## src/rtl/mem_arbiter_pkg.sv

```systemverilog
// mem_arbiter_pkg: shared FSM states, grant ids and rw encodings for mem_arbiter
package mem_arbiter_pkg;
  typedef enum logic [1:0] {IDLE, CMD, RD, WR} state_t;
  localparam logic GRANT_IC = 1'b0;
  localparam logic GRANT_DC = 1'b1;
  localparam logic MEM_READ = 1'b0;
  localparam logic MEM_WRITE = 1'b1;
endpackage

```

## src/rtl/mem_arb_pick.sv

```systemverilog
// mem_arb_pick: combinational winner select; dcache wins ties unless MEM_ARB_RR_EN alternates them
//   ic_valid/dc_valid: pending requests; last (MEM_ARB_RR_EN only): owner of previous grant; dc_win: dcache granted
module mem_arb_pick
  import mem_arbiter_pkg::*;
(
  input  logic ic_valid,
  input  logic dc_valid,
`ifdef MEM_ARB_RR_EN
  input  logic last,
`endif
  output logic dc_win
);
`ifdef MEM_ARB_RR_EN
  assign dc_win = dc_valid && (!ic_valid || last == GRANT_IC);
`else
  assign dc_win = dc_valid;
`endif
endmodule

```

## src/rtl/mem_arbiter.sv

```systemverilog
// mem_arbiter: shares one burst memory port between icache and dcache line misses (MEM_ARB_RR_EN: round-robin ties)
//   ic_req_*/dc_req_*: line requests; ic_resp_*/dc_resp_*: registered read beats and dcache write-done pulse
//   dc_wdata/dc_wdata_next: dcache write beat stream; mem_*: memory command, write and read beat channels
//   busy: transaction in flight; grant_dc: current or last owner is the dcache
module mem_arbiter
  import mem_arbiter_pkg::*;
#(
  parameter int ADDR_W = 32,
  parameter int DATA_W = 32,
  parameter int BEATS = 4
) (
  input  logic              clk,
  input  logic              reset,
  input  logic              ic_req_valid,
  input  logic [ADDR_W-1:0] ic_req_addr,
  output logic              ic_req_ready,
  output logic              ic_resp_valid,
  output logic [DATA_W-1:0] ic_resp_data,
  input  logic              dc_req_valid,
  input  logic              dc_req_rw,
  input  logic [ADDR_W-1:0] dc_req_addr,
  output logic              dc_req_ready,
  input  logic [DATA_W-1:0] dc_wdata,
  output logic              dc_wdata_next,
  output logic              dc_resp_valid,
  output logic [DATA_W-1:0] dc_resp_data,
  output logic              mem_req_valid,
  input  logic              mem_req_ready,
  output logic              mem_req_rw,
  output logic [ADDR_W-1:0] mem_req_addr,
  output logic              mem_wdata_valid,
  input  logic              mem_wdata_ready,
  output logic [DATA_W-1:0] mem_wdata,
  input  logic              mem_resp_valid,
  input  logic [DATA_W-1:0] mem_resp_data,
  output logic              busy,
  output logic              grant_dc
);
  localparam int CW = BEATS > 1 ? $clog2(BEATS) : 1;
  localparam int OFF = $clog2(BEATS * DATA_W / 8);
  localparam logic [ADDR_W-1:0] MASK = ~ADDR_W'((64'd1 << OFF) - 64'd1);
  state_t state, nxt;
  logic [CW-1:0] cnt;
  logic [ADDR_W-1:0] addr;
  logic rw, dc_win, grant, rd_beat, wr_beat, last;
  mem_arb_pick u_pick (
    .ic_valid(ic_req_valid),
    .dc_valid(dc_req_valid),
`ifdef MEM_ARB_RR_EN
    .last(grant_dc),
`endif
    .dc_win(dc_win)
  );
  // no grant while reset is held so nothing is handed out that the reset would drop
  assign grant = reset && state == IDLE && (ic_req_valid || dc_req_valid);
  assign rd_beat = state == RD && mem_resp_valid;
  assign wr_beat = state == WR && mem_wdata_ready;
  assign last = cnt == CW'(BEATS - 1);
  assign mem_req_addr = addr & MASK;
  assign mem_req_rw = rw;
  assign busy = state != IDLE;
  always_comb begin
    nxt = state == IDLE ? (grant ? CMD : IDLE)
        : state == CMD ? (mem_req_ready ? (rw == MEM_WRITE ? WR : RD) : CMD)
        : ((rd_beat || wr_beat) && last) ? IDLE : state;
    ic_req_ready = grant && !dc_win;
    dc_req_ready = grant && dc_win;
    mem_req_valid = state == CMD;
    mem_wdata_valid = state == WR;
    mem_wdata = state == WR ? dc_wdata : '0;
    dc_wdata_next = wr_beat;
  end
  always_ff @(posedge clk)
    if (!reset) state <= IDLE;
    else state <= nxt;
  always_ff @(posedge clk) begin
    if (!reset) begin
      addr <= '0;
      rw <= MEM_READ;
      grant_dc <= GRANT_IC;
      cnt <= '0;
      ic_resp_valid <= 1'b0;
      ic_resp_data <= '0;
      dc_resp_valid <= 1'b0;
      dc_resp_data <= '0;
    end else begin
      if (grant) begin
        addr <= dc_win ? dc_req_addr : ic_req_addr;
        rw <= dc_win ? dc_req_rw : MEM_READ;
        grant_dc <= dc_win ? GRANT_DC : GRANT_IC;
      end
      if (state == CMD && mem_req_ready) cnt <= '0;
      else if (rd_beat || wr_beat) cnt <= last ? '0 : cnt + CW'(1);
      ic_resp_valid <= rd_beat && grant_dc == GRANT_IC;
      dc_resp_valid <= (rd_beat && grant_dc == GRANT_DC) || (wr_beat && last);
      if (rd_beat && grant_dc == GRANT_IC) ic_resp_data <= mem_resp_data;
      if (rd_beat && grant_dc == GRANT_DC) dc_resp_data <= mem_resp_data;
      else if (wr_beat && last) dc_resp_data <= '0;
    end
  end
endmodule

```

## config.mk

```make
export PLATFORM = sky130hd
export DESIGN_NAME = mem_arbiter
export DESIGN_NICKNAME = d
export VERILOG_FILES = /design/src/rtl/mem_arbiter_pkg.sv /design/src/rtl/mem_arb_pick.sv /design/src/rtl/mem_arbiter.sv
export SDC_FILE = /design/constraint.sdc
export NUM_CORES = 1
export LEC_CHECK = 0
export ABC_AREA = 1
export CAP_MARGIN = 25
export CORE_ASPECT_RATIO = 0.8
export CORE_MARGIN = 3
export CORE_UTILIZATION = 38
export CTS_BUF_LIST = sky130_fd_sc_hd__clkbuf_4
export DETAILED_ROUTE_END_ITERATION = 16
export HOLD_SLACK_MARGIN = 0.15
export PLACE_DENSITY = 0.94
export SYNTH_ARGS = -nofsm -noshare
export SYNTH_HDL_FRONTEND = slang
export SYNTH_SLANG_ARGS = --single-unit
```

## constraint.sdc

```tcl
create_clock -name clk -period 1.8 [get_ports clk]
set_input_delay 0.36 -clock clk [delete_from_list [all_inputs] [get_ports clk]]
set_output_delay 0.36 -clock clk [all_outputs]
set_load 0.005 [all_outputs]
```

# == After elaboration in Yosys (flattened, before gate mapping) ==
# Cells that the tools add are included.
# W data, S select, Z words.
# totals
input_bits,136
regBits,104
output_inout_bits,138
# op_classes
muxes,13
add_sub_neg,1
n_reduce_logical,20
eq_ne,4
bitwise_logic,2
# op_table
cell,count
$mux W32,4
$logic_and A1 B1 Y1,11
$mux W2,5
$eq A2 B2 Y1 const B,3
$mux W1,4
$reduce_bool A2 Y1,2
$logic_or A1 B1 Y1,3
$reduce_bool A3 Y1,1
$add A2 B1 Y2 const B,1
$eq A2 B1 Y1 const B,1
$logic_not A2 Y1,1
$not A1 Y1,2
$reduce_or A2 Y1,1
$logic_not A1 Y1,1

# == Logic depth before layout (Yosys ltp) ==
# logic_depth
ltp_word,7
mapped_depth,8

# == Modules after synthesis ==
# From an unflattened synthesis, not the netlist that was laid out.
# unflattened
hier_cells,632
area_unflattened_um2,4300.4
# by_module_without_submodules
mod,seq_area_each_um2,n_inst,area_per_inst_um2,cells_each
mem_arbiter,2001.9,1,4292.9,631
mem_arb_pick,0.0,1,7.5,1

# == Least setup slack after synthesis ==
# Ideal clock, no wire load.
# synth_timing
path_type,reg2out
from,register state[1]
to,output port ic_req_ready
path_buffers,2
required_ns,1.440
path_stages_with_launch,6
slack_ns,0.484
arrival_time_ns,0.956
cell_sequence,dfxtp_1 -> buf_4 -> nor2_2 -> buf_2 -> nand3_1 -> inv_1
# synth_between
elab_chain_len,4
# synth_rtl
item,line_no,rtl
from (decl),mem_arbiter.sv:42,"state_t state, nxt;"
from (signal assigned),mem_arbiter.sv:75,else state <= nxt;
$logic_not A2 Y1,mem_arbiter.sv:55,assign grant = reset && state == IDLE && (ic_req_valid || dc_req_valid);
$logic_and A1 B1 Y1 (2 in series),mem_arbiter.sv:55,
$logic_and A1 B1 Y1,mem_arbiter.sv:66,ic_req_ready = grant && !dc_win;
to (decl),mem_arbiter.sv:16,"output logic ic_req_ready,"
# Every way passes these cells.

# == Worst setup path in the final report ==
# Ends and elaborated chain as after synthesis.

==> results.md <==
* Final period utilization at 103%
* Top-count cell post-synth: nand2_1
* Leak Pwr at 3.13 nW
* CTS Buf Count at 9
* P_sw at 1.21 mW
* Unrepaired setup endpoints after global routing: yes
* Mapped cell area at 0.00432 mm²
* Syn_area_per_cell at 6.85 µm²
* RD Place Congestion at 0.936
* Buffers on Ports at 261
* Final WL at 16.3 mm
* Setup Skew at 0.0130 ns
* Int Pwr at 3.13 mW
* Sequential share of power at 53.7%
* Via count at 5083
* Hold crit path type: input pin to flop
* Compound-Gate Fraction of Synth Area at 11.9%
* Switching Share at 27.9%
* Post-route DRC at 0
* Max Freq at 539 MHz
* Number of enable flip-flop cells after synthesis at 0
* Cell count after placement at 1018
* Max_slew headroom at 51.2%
* Main combinational cell family by area after synthesis: simple AND/OR/NAND/NOR gates
* Crit start category: flop
* CTS root buf: clkbuf_4
* Area of the die at 0.0127 mm²
* Vias in the first global route at 4827
* Most frequent cells after synthesis: nand2_1, nor2_1, dfxtp_1, a21oi_1, nand3_1
* Core ar. at 0.0110 mm²
* PwrDens at 585 mW/mm²
* #FFs+latches synth at 100
* Row Count at 34
* CP Class: flop to output port
* I/O Pins at 274
* Max-cap violations at 0
* Multiplexer share of the synthesized area at 0%
* H-tree depth at 3
* Max clock buf depth at 2
* Synth Area in XOR/XNOR at 0%
* Peak supply drop at 0.000493 V
* Fin. max-slew vios at 0
* DRT antenna net count at 0
* Clock power share at 24.4%
* Top_reg_cell synth: dfxtp_1
* Share of flip-flops with an asynchronous set or reset at 0%
* Simple logic cell fraction of the synthesized area at 31.4%
* Area fraction of the dominant cell type after synthesis at 46.4%
* GRT Residual Overflow at 0
* Fin crit period at 1.85 ns
* Tot Pwr at 4.35 mW
* CTS hold repair buffers at 0
* Cell taking the most area after synthesis: dfxtp_1
* Net count, final at 1034
* Worst-margin pin slew at 0.732 ns
* Initial antenna violation count at 0
* Final Hold Violating Endpoints at 0
* Chip height at 101 µm
* Clock sink total at 100
* Adder-cell share of the synthesized area at 0.290%
* Initial DRT Pass Iterations at 5
* Ant diodes at 0
* Pin count of the biggest net entering global routing at 67
* DR WL/cell at 15.6 µm
* Design Area, Final at 0.00743 mm²
* Syn Inst Count at 630
* Logic pwr share at 21.9%
* Yosys Warn Count at 0
* R2R setup slack at 0.08 ns
* Fin Setup TNS at -0.124 ns
* Setup ws final at -0.0545 ns
* Cell variety after synth at 22
* Crit Path Max Fanout at 5
* Total track usage at 23.9%
* Fin cells at 1046
* Die Wd at 125 µm
* Worst Path Required at 1.44 ns
* CTS tree: done
* WP data arrival at 1.49 ns
* Failing checks: setup timing
* Final HPWL DP at 11.7 mm
* Post-DR vias/cell at 4.86
* Initial Util at 39.3%
* Fraction of layout cells with a size suffix above 1 at 15.0%
* Status: finished with violations
* DRT iter0 DRCs at 284
* Worst-skew pair later-pin latency at 0.46 ns
* Placed instance area at 0.00715 mm²
* Setup violators final at 4
* Sequential area share after synthesis at 46.4%
* Synth top area cells: dfxtp_1, nand2_1, nor2_1
* Crit end category: output port
* Clock Pin Slew Worst Setup and Hold Paths at 0.15 ns
* Area grow syn2layout at 72.2%
* First-pass GRT wire length at 24.3 mm
==> cells by family after synthesis <==
logic type	after synthesis
AOI/OAI and AO/OA	101
adders and majority gates	1
buffers and inverters	94
DFF	100
and+or+nand+nor	333
other	1
==> registers in the layout, summed over array words and instances, names as in the netlist <==
name / count
dc_resp_data: 32
ic_resp_data: 32
addr: 28
cnt: 2
state: 2
dc_resp_valid: 1
grant_dc: 1
ic_resp_valid: 1
mem_req_rw: 1
==> power by group through the flow <==
stage | combinational (mW) | clock (mW) | sequential [mW]
final | 0.951 | 1.06 | 2.33
after global routing | 1.03 | 1.19 | 2.35
after CTS | 0.924 | 1.09 | 2.33
after detailed placement | 0.895 | 0 | 2.38
after global placement | 0.879 | 0 | 2.37
after floorplan | 0.323 | 0 | 2.38
==> timing repair <==
| item | 4_1_cts | 5_1_grt |
|---|---|---|
| buffers inserted | 6 | 4 |
| pin swaps | 1 | 5 |
| setup endpoints to repair | 39 | 45 |
| gates resized for setup | 124 | 81 |
| cloned | 1 | 2 |
==> metal layers <==
| metal | vias to the layer above | routed length (µm) | part of all wire [%] | GRT usage, % |
|---|---|---|---|---|
| met5 | - | 0 | 0 | 0 |
| met3 | 32 | 1360 | 8.3 | 8.07 |
| met4 | 0 | 514 | 3.2 | 10.8 |
| met2 | 222 | 8120 | 50 | 41.6 |
| met1 | 2318 | 6310 | 39 | 26.9 |
| li1 | 2511 | - | - | - |
==> layout make-up <==
class	count	area, µm²
inverters	46	173
clock buffers	9	67.6
clock inverters	7	50.0
flip-flops and latches	100	2020
well taps	144	180
repair buffers	301	2910
multi-input cells	439	2030
fillers	903	3540
==> path summary, 6_finish.rpt <==
kind	startpoint	to	depth (start not counted)
max	state[1]	ic_req_ready	6
min	mem_resp_data[7]	dc_resp_data[7]	3
max reg2reg	state[1]	addr[28]	8
min reg2reg	addr[20]	addr[20]	2
==> metrics by stage <==
| stage | setup slack [ns] | utilization [%] | hold slack [ns] |
|---|---|---|---|
| 2_1_floorplan | 0.484 | - | 0.440 |
| 3_3_place_gp | -0.390 | 65.1 | 0.450 |
| 3_5_place_dp | -0.426 | 65.1 | 0.454 |
| 4_1_cts | -0.194 | 66.9 | 0.422 |
| 5_1_grt | -0.178 | 67.7 | 0.419 |
| 6_report | -0.0545 | 67.7 | 0.466 |
==> layout by cell type (no fill, tap or decap), types with 2 or more instances in the layout <==
| master | synthesis | final |
|---|---|---|
| inv_2 | 3 | 5 |
| buf_6 | 3 | 5 |
| dlymetal6s2s_1 | 0 | 2 |
| conb_1 | 1 | 4 |
| buf_12 | 0 | 6 |
| o21ai_1 | 2 | 2 |
| dfxtp_2 | 0 | 8 |
| nand2_1 | 160 | 159 |
| clkbuf_2 | 0 | 15 |
| o21ai_0 | 31 | 31 |
| nand3_1 | 65 | 64 |
| buf_8 | 0 | 4 |
| clkinv_1 | 0 | 2 |
| buf_2 | 12 | 21 |
| clkdlybuf4s50_1 | 0 | 220 |
| clkbuf_16 | 0 | 2 |
| dfxtp_1 | 100 | 90 |
| inv_1 | 43 | 41 |
| a21oi_1 | 66 | 66 |
| nand2_2 | 2 | 2 |
| buf_4 | 11 | 24 |
| nor2_4 | 0 | 11 |
| nor2_1 | 101 | 82 |
| dfxtp_4 | 0 | 2 |
| nor2_2 | 3 | 11 |
| inv_6 | 0 | 3 |
| clkbuf_4 | 0 | 9 |
==> worst max-delay path, cell delays in order, from the launching register on <==
cell,delay (ns)
dfxtp_4,0.40
buf_8,0.13
nor2_4,0.15
buf_4,0.13
nand3_1,0.07
inv_1,0.06
clkbuf_2,0.10
Note: power is estimated with default switching activity, not from simulation.
